[src/rtl/gate_test_pkg.sv]
// Shared definitions for the gate test sequencer.
//   state_e        : sequencer FSM states
//   AND .. XNOR    : bit positions of each gate result inside the 7-bit res_i word
//   VEC_COUNT      : number of {a,b} input vectors exercised per pass
//   RES_W          : width of the gate result word
package gate_test_pkg;

  localparam int unsigned VEC_COUNT = 4;
  localparam int unsigned RES_W     = 7;

  // res_i / golden bit positions
  localparam int unsigned AND  = 0;
  localparam int unsigned OR   = 1;
  localparam int unsigned NAND = 2;
  localparam int unsigned NOR  = 3;
  localparam int unsigned NOTB = 4;
  localparam int unsigned XOR  = 5;
  localparam int unsigned XNOR = 6;

  typedef enum logic [1:0] {
    StIdle,
    StSettle,
    StCheck,
    StDone
  } state_e;

endpackage

[src/rtl/gate_golden.sv]
// Combinational reference model of the gate block under test.
// Ports:
//   a, b      : gate inputs
//   expected  : 7-bit expected result, {xnor,xor,notb,nor,nand,or,and}
module gate_golden
  import gate_test_pkg::*;
(
  input  logic             a,
  input  logic             b,
  output logic [RES_W-1:0] expected
);

  always_comb begin
    expected       = '0;
    expected[AND]  = a & b;
    expected[OR]   = a | b;
    expected[NAND] = ~(a & b);
    expected[NOR]  = ~(a | b);
    expected[NOTB] = ~b;
    expected[XOR]  = a ^ b;
    expected[XNOR] = ~(a ^ b);
  end

endmodule

[src/rtl/gate_test_seq.sv]
// Built-in test sequencer for a 2-input gate block. A pass walks the four
// {a,b} vectors, holds each for SETTLE_CYCLES cycles, then compares the gate
// block outputs against a golden model for one cycle and records mismatches.
//
// Parameters:
//   SETTLE_CYCLES : cycles each vector is held before sampling (1..15)
//   VEC_COUNT     : vectors per pass (fixed at 4)
// Ports:
//   clk          : clock, all state changes on rising edge
//   rst_n        : synchronous active-low reset
//   start_i      : one-cycle request to begin a pass (honoured only when idle)
//   abort_i      : cancel a running pass
//   res_i        : gate block outputs {xnor,xor,notb,nor,nand,or,and}
//   a_o, b_o     : gate input drives (current vector index while busy)
//   busy_o       : pass in progress
//   done_o       : one-cycle completion pulse
//   err_cnt_o    : saturating count of failing vectors
//   fail_mask_o  : bit k set when vector k mismatched
//   loop_i       : (only with GATE_TEST_SEQ_LOOP_EN) restart the pass from DONE
//
// Build option: define GATE_TEST_SEQ_LOOP_EN to add loop_i and continuous
// looping; fail_mask_o stays sticky and err_cnt_o keeps accumulating.
module gate_test_seq #(
  parameter int unsigned SETTLE_CYCLES = 2,
  parameter int unsigned VEC_COUNT     = 4
) (
  input  logic       clk,
  input  logic       rst_n,
  input  logic       start_i,
  input  logic       abort_i,
  input  logic [6:0] res_i,
`ifdef GATE_TEST_SEQ_LOOP_EN
  input  logic       loop_i,
`endif
  output logic       a_o,
  output logic       b_o,
  output logic       busy_o,
  output logic       done_o,
  output logic [2:0] err_cnt_o,
  output logic [3:0] fail_mask_o
);

  import gate_test_pkg::*;

  localparam logic [3:0] SettleLast = 4'(SETTLE_CYCLES - 1);
  localparam logic [1:0] LastIdx    = 2'(VEC_COUNT - 1);

  state_e           state_q;
  logic [1:0]       idx_q;
  logic [3:0]       cnt_q;
  logic [RES_W-1:0] golden;
  logic             mismatch;

  gate_golden u_golden (
    .a        (idx_q[1]),
    .b        (idx_q[0]),
    .expected (golden)
  );

  assign mismatch = (res_i != golden);

  // All outputs are registered and updated together with the state so that
  // a_o/b_o/busy_o always reflect the state being entered.
  always_ff @(posedge clk) begin
    if (!rst_n) begin
      state_q     <= StIdle;
      idx_q       <= 2'd0;
      cnt_q       <= 4'd0;
      a_o         <= 1'b0;
      b_o         <= 1'b0;
      busy_o      <= 1'b0;
      done_o      <= 1'b0;
      err_cnt_o   <= 3'd0;
      fail_mask_o <= 4'd0;
    end else begin
      done_o <= 1'b0;
      unique case (state_q)
        StIdle: begin
          if (start_i) begin
            state_q     <= StSettle;
            idx_q       <= 2'd0;
            cnt_q       <= 4'd0;
            {a_o, b_o}  <= 2'b00;
            busy_o      <= 1'b1;
            err_cnt_o   <= 3'd0;
            fail_mask_o <= 4'd0;
          end
        end

        StSettle: begin
          if (abort_i) begin
            state_q    <= StIdle;
            idx_q      <= 2'd0;
            cnt_q      <= 4'd0;
            {a_o, b_o} <= 2'b00;
            busy_o     <= 1'b0;
          end else if (cnt_q == SettleLast) begin
            state_q <= StCheck;
          end else begin
            cnt_q <= cnt_q + 4'd1;
          end
        end

        StCheck: begin
          // Abort wins over the result of this cycle's comparison.
          if (abort_i) begin
            state_q    <= StIdle;
            idx_q      <= 2'd0;
            cnt_q      <= 4'd0;
            {a_o, b_o} <= 2'b00;
            busy_o     <= 1'b0;
          end else begin
            if (mismatch) begin
              fail_mask_o[idx_q] <= 1'b1;
              if (err_cnt_o != 3'd7) begin
                err_cnt_o <= err_cnt_o + 3'd1;
              end
            end
            if (idx_q == LastIdx) begin
              state_q    <= StDone;
              idx_q      <= 2'd0;
              {a_o, b_o} <= 2'b00;
              busy_o     <= 1'b0;
            end else begin
              state_q    <= StSettle;
              idx_q      <= idx_q + 2'd1;
              cnt_q      <= 4'd0;
              {a_o, b_o} <= idx_q + 2'd1;
            end
          end
        end

        StDone: begin
          done_o <= 1'b1;
`ifdef GATE_TEST_SEQ_LOOP_EN
          if (loop_i) begin
            // Results are not cleared: mask is sticky, count accumulates.
            state_q    <= StSettle;
            idx_q      <= 2'd0;
            cnt_q      <= 4'd0;
            {a_o, b_o} <= 2'b00;
            busy_o     <= 1'b1;
          end else begin
            state_q <= StIdle;
          end
`else
          state_q <= StIdle;
`endif
        end

        default: begin
          state_q <= StIdle;
        end
      endcase
    end
  end

endmodule
[config.mk]
export PLATFORM = sky130hd
export DESIGN_NAME = gate_test_seq
export DESIGN_NICKNAME = d
export VERILOG_FILES = /design/src/rtl/gate_test_pkg.sv /design/src/rtl/gate_golden.sv /design/src/rtl/gate_test_seq.sv
export SDC_FILE = /design/constraint.sdc
export NUM_CORES = 1
export LEC_CHECK = 0
export CAP_MARGIN = 20
export CORE_AREA = 2 2 49 51
export DETAILED_ROUTE_END_ITERATION = 8
export DIE_AREA = 0 0 51 53
export MAX_ROUTING_LAYER = met4
export PLACE_DENSITY = 0.79
export SLEW_MARGIN = 20
export SYNTH_ARGS = -nofsm -noshare
export SYNTH_HDL_FRONTEND = slang
export SYNTH_SLANG_ARGS = --single-unit
[constraint.sdc]
create_clock -name clk -period 2.45 [get_ports clk]
set_input_delay 0.245 -clock clk [delete_from_list [all_inputs] [get_ports clk]]
set_output_delay 0.245 -clock clk [all_outputs]
set_load 0.02 [all_outputs]
==> After elaboration in Yosys (flattened, before gate mapping) <==
Cells that the tools add are included.
{ "totals": {"ff_bits": 19, "output_inout_bits": 11, "word_cells": 88, "in_bits": 11} }
{ "classes": {"magnitude_cmp": 2, "n_eq_ne": 16, "mux": 40, "addsub": 3, "n_bitwise": 8, "n_reduce_logical": 10} }
{ "ops": {"columns": ["op", "count"], "rows": [
  ["4-bit two-way mux", 7],
  ["2-bit two-way mux", 9],
  ["3-bit inequality test, second input constant", 5],
  ["3-bit two-way mux", 4],
  ["4-bit case mux with 3 select lines", 1],
  ["4-bit AND reduction", 3],
  ["1-bit two-way mux", 11],
  ["2-bit inequality test, second input constant", 5],
  ["1-bit case mux with 3 select lines", 3],
  ["2-bit case mux with 4 select lines", 1],
  ["4-bit case mux with 2 select lines", 1],
  ["7-bit inequality test", 1],
  ["2-bit == test, second input constant", 3],
  ["2-bit case mux with 3 select lines", 1],
  ["3-bit case mux with 2 select lines", 1],
  ["5-bit AND reduction", 1],
  ["4-bit by 1-bit adder with 4-bit output, second input constant", 1],
  ["4-bit by 1-bit == test with 1-bit output, second input constant", 1],
  ["1-bit inverter", 4],
  ["4-bit OR", 1],
  ["3-bit by 1-bit adder with 3-bit output, second input constant", 1],
  ["2-bit by 3-bit less-than comparator with 1-bit output, second input constant", 1],
  ["3-bit AND reduction", 1],
  ["3-bit nonzero test", 1],
  ["other kinds (11)", 11]
]} }

==> Longest topological paths before layout <==
Gate-level depths: netlist of the first run.
{ "logic_depth": {"word_depth": 8, "ltp_mapped": 6, "ltp_nobuf": 6} }

==> By module <==
Synthesis of the first run repeated with hierarchy kept, for this count alone.
{ "hier_totals": {"hier_cells": 125, "hier_area_um2": 1108.6} }
{ "modules_own_cells": {"columns": ["mod", "area_each_um2", "instances", "seq_area_each_um2", "cells_each"], "rows": [
  ["gate_test_seq", 1039.7, 1, 340.3, 116],
  ["gate_golden", 68.8, 1, 0.0, 9]
]} }

==> Worst setup path before layout of the first run <==
OpenSTA, ideal clock, no wires.
{ "synth_path": {"path_type": "register to register", "from": "reg b_o (netlist name)", "to": "reg err_cnt_o[1]", "synth_period_minus_slack_ps": 1967, "required_time_ps": 2321, "t_arrival_ps": 1837, "slack_ps": 483, "n_path_buf": 0, "stages_incl_launch_ff": 7, "setup_time_ps": 129, "path_cell_list": "dfxtp_1 inv_1 ha_1 and3b_1 o22ai_1 o221ai_1 mux2i_1"} }
{ "synth_rtl": {"columns": ["item", "line_no", "source"], "rows": [
  ["end signal, assigned", "gate_test_seq.sv:116", "err_cnt_o <= err_cnt_o + 3'd1;"],
  ["end, declared", "gate_test_seq.sv:39", "output logic [2:0] err_cnt_o,"]
]} }

==> results of run 1 <==
[worst max-delay path: stages (launching register included)]
cell	delay, ns
dfxtp_1	0.48
inv_1	0.10
ha_1	0.31
and3b_1	0.19
o22ai_1	0.42
o221ai_1	0.27
mux2i_1	0.17
[per-layer routing]
layer / vias up / global-route usage (%)
met1: 442 / 22.1
li1: 471 / -
met4: 0 / 6.76
met5: - / -
met3: 4 / 3.95
met2: 15 / 31.4
[final timing paths]
kind,from,endpoint,slack [ns]
max reg2reg,b_o$_SDFFE_PN0P_,err_cnt_o[2]$_SDFFE_PN0P_,0.38
max,b_o$_SDFFE_PN0P_,err_cnt_o[2]$_SDFFE_PN0P_,0.38
min reg2reg,fail_mask_o[1]$_SDFFE_PN0P_,fail_mask_o[1]$_SDFFE_PN0P_,0.46
min,fail_mask_o[1]$_SDFFE_PN0P_,fail_mask_o[1]$_SDFFE_PN0P_,0.46
[cells in the final DEF (no fill, tap or decap), types with 2 or more instances in the layout]
cell type / n
a21boi_1: 2
a21oi_1: 8
and3b_1: 4
clkbuf_4: 3
clkdlybuf4s50_1: 21
dfxtp_1: 17
ha_1: 12
inv_1: 11
mux2i_1: 3
nand2_1: 5
nand2b_1: 2
nand3_1: 4
nor2_1: 4
nor2b_1: 4
nor3b_1: 4
o2111ai_1: 4
o211ai_1: 3
o21ai_0: 5
o311a_1: 2
or3_1: 4
xor2_1: 2
[sequential cells by signal, summed over array words and instances, names as in the netlist]
signal and count:
state_q 2, idx_q 1, done_o 1, err_cnt_o 3, busy_o 1, cnt_q 4, fail_mask_o 4, b_o 1
[cells by family (layout without fill, tap and decap cells)]
kind of cell	count (synthesis)	after routing	synth area share, %
flops	17	17	32.4
buf+inv	13	37	4.76
xor+xnor	2	2	1.67
fa+ha+maj	12	12	14.3
simple gates	39	39	23.2
mux	3	3	2.86
compound gates	31	31	20.8
[synth_stat cells (2+ instances only)]
cell type,count,area share (%)
xor2_1,2,1.7
nand2_1,5,1.8
ha_1,12,14
o21ai_0,5,2.4
mux2i_1,3,2.9
nor2b_1,4,2.4
o311a_1,2,1.9
dfxtp_1,17,32
nand3_1,4,1.9
o211ai_1,3,2.1
nand2b_1,2,1.2
and3b_1,4,3.3
nor2_1,4,1.4
or3_1,4,2.4
o2111ai_1,4,3.3
a21boi_1,2,1.4
a21oi_1,8,3.8
nor3b_1,4,2.9
inv_1,11,3.9
[power groups by stage]
| stage | logic [uW] | registers, uW | clock network, uW |
|---|---|---|---|
| global placement | 161 | 305 | 0 |
| detailed placement | 165 | 306 | 0 |
| global route | 186 | 301 | 166 |
| finish | 167 | 299 | 148 |
| floorplan | 103 | 312 | 0 |
| CTS | 167 | 299 | 155 |
[metrics by stage]
stage	std cells	power (uW)	hold WS, ns	cell area [um2]
final	169	615	0.455	1320
after global routing	169	653	0.474	1320
after CTS	169	621	0.457	1320
after detailed placement	165	470	0.442	1290
after global placement	165	466	0.437	1290
after floorplan	117	415	0.408	1050
[final cells by class]
| class | instances | area, um2 | area share, % |
|---|---|---|---|
| Clock buffer | 4 | 26.3 | 1.99 |
| Inverter | 11 | 41.3 | 3.12 |
| Multi-Input combinational cell | 87 | 661 | 50.0 |
| Sequential cell | 17 | 340 | 25.8 |
| Tap cell | 28 | 35.0 | 2.65 |
| Timing Repair Buffer | 22 | 218 | 16.5 |
==> impl_metrics.yaml, run 1 <==
run_status:
  status: "finished clean"
final_layout:
  drive_gt1_share_pct: 4.26
  diodes: 0
  syn_to_final_growth_pct: 25.7
  fin_util_pct: 61.5
  n_fill_cell: 189
  fin_nets: 165
sta:
  period_share_pct: 84.6
  slew_headroom_pct: 66.3
  setup_ws_ns: 0.377
  tightest_slew_ns: 0.504
  setup_viol: 0
  hold_viol_final: 0
  rsz0062_at_grt: "false"
  fin_skew_ns: 0.0142
  max_freq_ghz: 0.482
  setup_tns_ns: 0
  slew_violations: 0
  period_needed_ns: 2.07
grt:
  grt_first_pass_wirelength_um: 3750
  grt_pass1_vias: 889
  grt_max_degree: 17
  grt_use_total_pct: 18.7
  overflow: 0
  antenna_found_initial: 0
critical_path:
  cp-end-kind: "flop"
  path_class: "reg -> reg"
  rr_worst_depth: 6
  cp.required_ns: 2.61
  crit_path_start_kind: "flop"
  critPathArrivalTime_ns: 2.23
  worstPathMaxFanout: 7
place:
  gp_congestion: 0.802
  io_buffer_count: 21
  post-place-ws_ns: 0.436
  dpl.hpwl_um: 1690
synthesis:
  ys_types: 36
  syn_area_per_cell_um2: 8.98
  syn_inst: 117
  async_flop_share_pct: 0
  ys_seq_area_share_pct: 32.4
  ys_ff_latch: 17
  syn_area_mm2: 0.00105
  ys_warn_count: 0
  ys.flop_type: "dfxtp_1"
  synth_nets: 140
  synth_edf_count: 0
pwr:
  ir_drop_mv: 0.339
  p_clk_share_pct: 24.1
  p_int_uw: 433
  p_comb_share_pct: 27.2
  p_sw_uw: 181
  p_leak_uw: 0.000529
  sequentialPowerShare_pct: 48.7
  swShare_pct: 29.5
  power_density_mw_per_mm2: 465
floorplanning:
  floorplan.initialDensity_pct: 48.9
  core_mm2: 0.00215
  fp.dieH_um: 53
  ios: 22
  die_w_um: 51
  rows: 17
  die_area_mm2: 0.00270
clock_network:
  cts_max_path_buffers: 2
  numCtsBuffers: 3
  cts_setup_buffers: 0
  htree_levels: 1
  ctsRootBufferMaster: "clkbuf_4"
  hold_buffers: 0
  clk_pin_slew_ns: 0.11
  cts_resized: 0
  clock_latency_ns: 0.29
  clock_sinks: 17
  cts_tree: "done"
route:
  met3_length_um: 61
  drt-total-wl_um: 2210
  drt-wirelength-per-cell_um: 13.1
  wl_met2_um: 1090
  drc_errors: 0
  dr.pass1.iters: 4
  vias_per_cell: 5.51
  top_layer_used: "met4"
  drtIter0Drc: 11
  vias: 932
  wl_met1_um: 1020
  ant_nets: 0
min_path:
  min_path_cells: 2
  hp-class: "reg -> reg"
run:
  drv_cap: 0
No activity file was read; power rests on OpenSTA's default activity.
==> run 2: changes to the inputs <==
- clock period: 2.45 -> 2.1 ns (I/O delays scaled with it)
==> impl_metrics.yaml, run 2 (synthesized netlist as in run 1, its figures left out) <==
sta:
  period_share_pct: 91.2
  fin_skew_ns: 0.00487
  setup_tns_ns: 0
  tightest_slew_ns: 0.354
  period_needed_ns: 1.92
  rsz0062_at_grt: "false"
  slew_headroom_pct: 76.2
  setup_viol: 0
  slew_violations: 0
  hold_viol_final: 0
  max_freq_ghz: 0.522
floorplanning:
  ios: 22
  fp.dieH_um: 53
  rows: 17
  die_area_mm2: 0.00270
  floorplan.initialDensity_pct: 48.9
  core_mm2: 0.00215
  die_w_um: 51
pwr:
  p_clk_share_pct: 24.7
  swShare_pct: 30.6
  p_int_uw: 507
  power_density_mw_per_mm2: 538
  p_leak_uw: 0.000556
  p_sw_uw: 224
  finalPower_uw: 731
  sequentialPowerShare_pct: 47.8
  ir_drop_mv: 0.331
  p_comb_share_pct: 27.5
route:
  drc_errors: 0
  vias_per_cell: 5.66
  ant_nets: 0
  dr.pass1.iters: 4
  vias: 985
  drtIter0Drc: 13
  drt-wirelength-per-cell_um: 13.9
  drt-total-wl_um: 2420
clock_network:
  hold_buffers: 0
  clock_latency_ns: 0.29
  htree_levels: 1
  numCtsBuffers: 3
  cts_setup_buffers: 0
  cts_max_path_buffers: 2
  cts_tree: "done"
  cts_resized: 0
  clock_sinks: 17
  clk_pin_slew_ns: 0.11
  ctsRootBufferMaster: "clkbuf_4"
final_layout:
  final_common_cell: "clkdlybuf4s50_1"
  largestRegisters: "cnt_q: 4 flops, fail_mask_o: 4 flops, err_cnt_o: 3 flops"
  diodes: 0
  final_cell_mix: "clkdlybuf4s50_1, dfxtp_1, ha_1, inv_1, a21oi_1"
  fin_nets: 170
  finalInstanceArea_mm2: 0.00136
  syn_to_final_growth_pct: 29.4
  drive_gt1_share_pct: 8.22
grt:
  antenna_found_initial: 0
  overflow: 0
  grt_use_total_pct: 20.2
  grt_pass1_vias: 920
  grt_first_pass_wirelength_um: 3970
  grt_max_degree: 13
critical_path:
  slowest_stage: "a2111o_1"
  path_class: "reg -> reg"
  crit_chain: "inv_1, ha_1, nor2b_4, a2111o_1, or3_1, a21oi_1"
  cp-end-kind: "flop"
  crit_path_start_kind: "flop"
  cp.required_ns: 2.33
  cpPeakStageDelay_ns: 0.48
  critPathArrivalTime_ns: 2.14
  worstPathMaxFanout: 7
place:
  io_buffer_count: 21
  place_area_mm2: 0.00133
  dpl.hpwl_um: 1920
  gp_congestion: 0.817
run_status:
  status: "finished clean"
min_path:
  hp-class: "reg -> reg"
run:
  drv_cap: 0
-- run 2: cell types whose count changed in the layout (fill, tap and decap cells not counted), sizes merged --
cell / before / now
buf: 1 / 6
clkbuf: 4 / 3
clkinv: 0 / 1
-- run 2: cell type report --
type	instances	area [um2]
fill	190	788
tap	28	35.0
sequential	17	340
clock inverter	1	5.00
multi-input combinational	87	661
inverter	11	41.3
timing repair buffer	27	255
clock buffer	3	22.5
-- run 2: final timing paths --
kind	start	to	slack, ns	depth (start not counted)
max	state_q[0]$_SDFFE_PN0P_	cnt_q[3]$_SDFFE_PN0P_	0.18	6
min	fail_mask_o[1]$_SDFFE_PN0P_	fail_mask_o[1]$_SDFFE_PN0P_	0.46	2
min reg2reg	fail_mask_o[1]$_SDFFE_PN0P_	fail_mask_o[1]$_SDFFE_PN0P_	0.46	2
max reg2reg	state_q[0]$_SDFFE_PN0P_	cnt_q[3]$_SDFFE_PN0P_	0.18	6
-- run 2: worst max-delay path: cells and delay by family, from the launching register on --
family,cells,cell delay [ns]
AO/OA/AOI/OAI,2,0.61
AND/OR/NAND/NOR,2,0.53
flip-flops,1,0.37
adder cells (fa/ha/maj),1,0.25
buffers and inverters,1,0.08
-- run 2: routing by layer --
metal  track usage, %  vias up  part of all wire (%)
met4             10.4        0                   1.3
li1                 -      481                     -
met1             22.5      471                    43
met2             35.1       27                    51
met3             3.11        6                   4.6
met5                -        -                     0
-- run 2: per-stage QoR --
| stage | worst slack [ns] | instances | hold WS, ns | util [%] |
|---|---|---|---|---|
| after floorplan | 0.133 | 117 | 0.373 | - |
| after global placement | 0.212 | 170 | 0.438 | 62.0 |
| after detailed placement | 0.153 | 170 | 0.446 | 62.0 |
| after CTS | 0.185 | 174 | 0.462 | 63.3 |
| after global routing | 0.0569 | 174 | 0.476 | 63.3 |
| final | 0.185 | 174 | 0.459 | 63.3 |
-- run 2: power by group through the flow --
| stage | clock, uW | combinational [uW] | sequential, uW |
|---|---|---|---|
| 2_1_floorplan | 0 | 120 | 364 |
| 3_3_place_gp | 0 | 194 | 355 |
| 3_5_place_dp | 0 | 198 | 357 |
| 4_1_cts | 188 | 200 | 349 |
| 5_1_grt | 200 | 221 | 352 |
| 6_report | 181 | 201 | 349 |
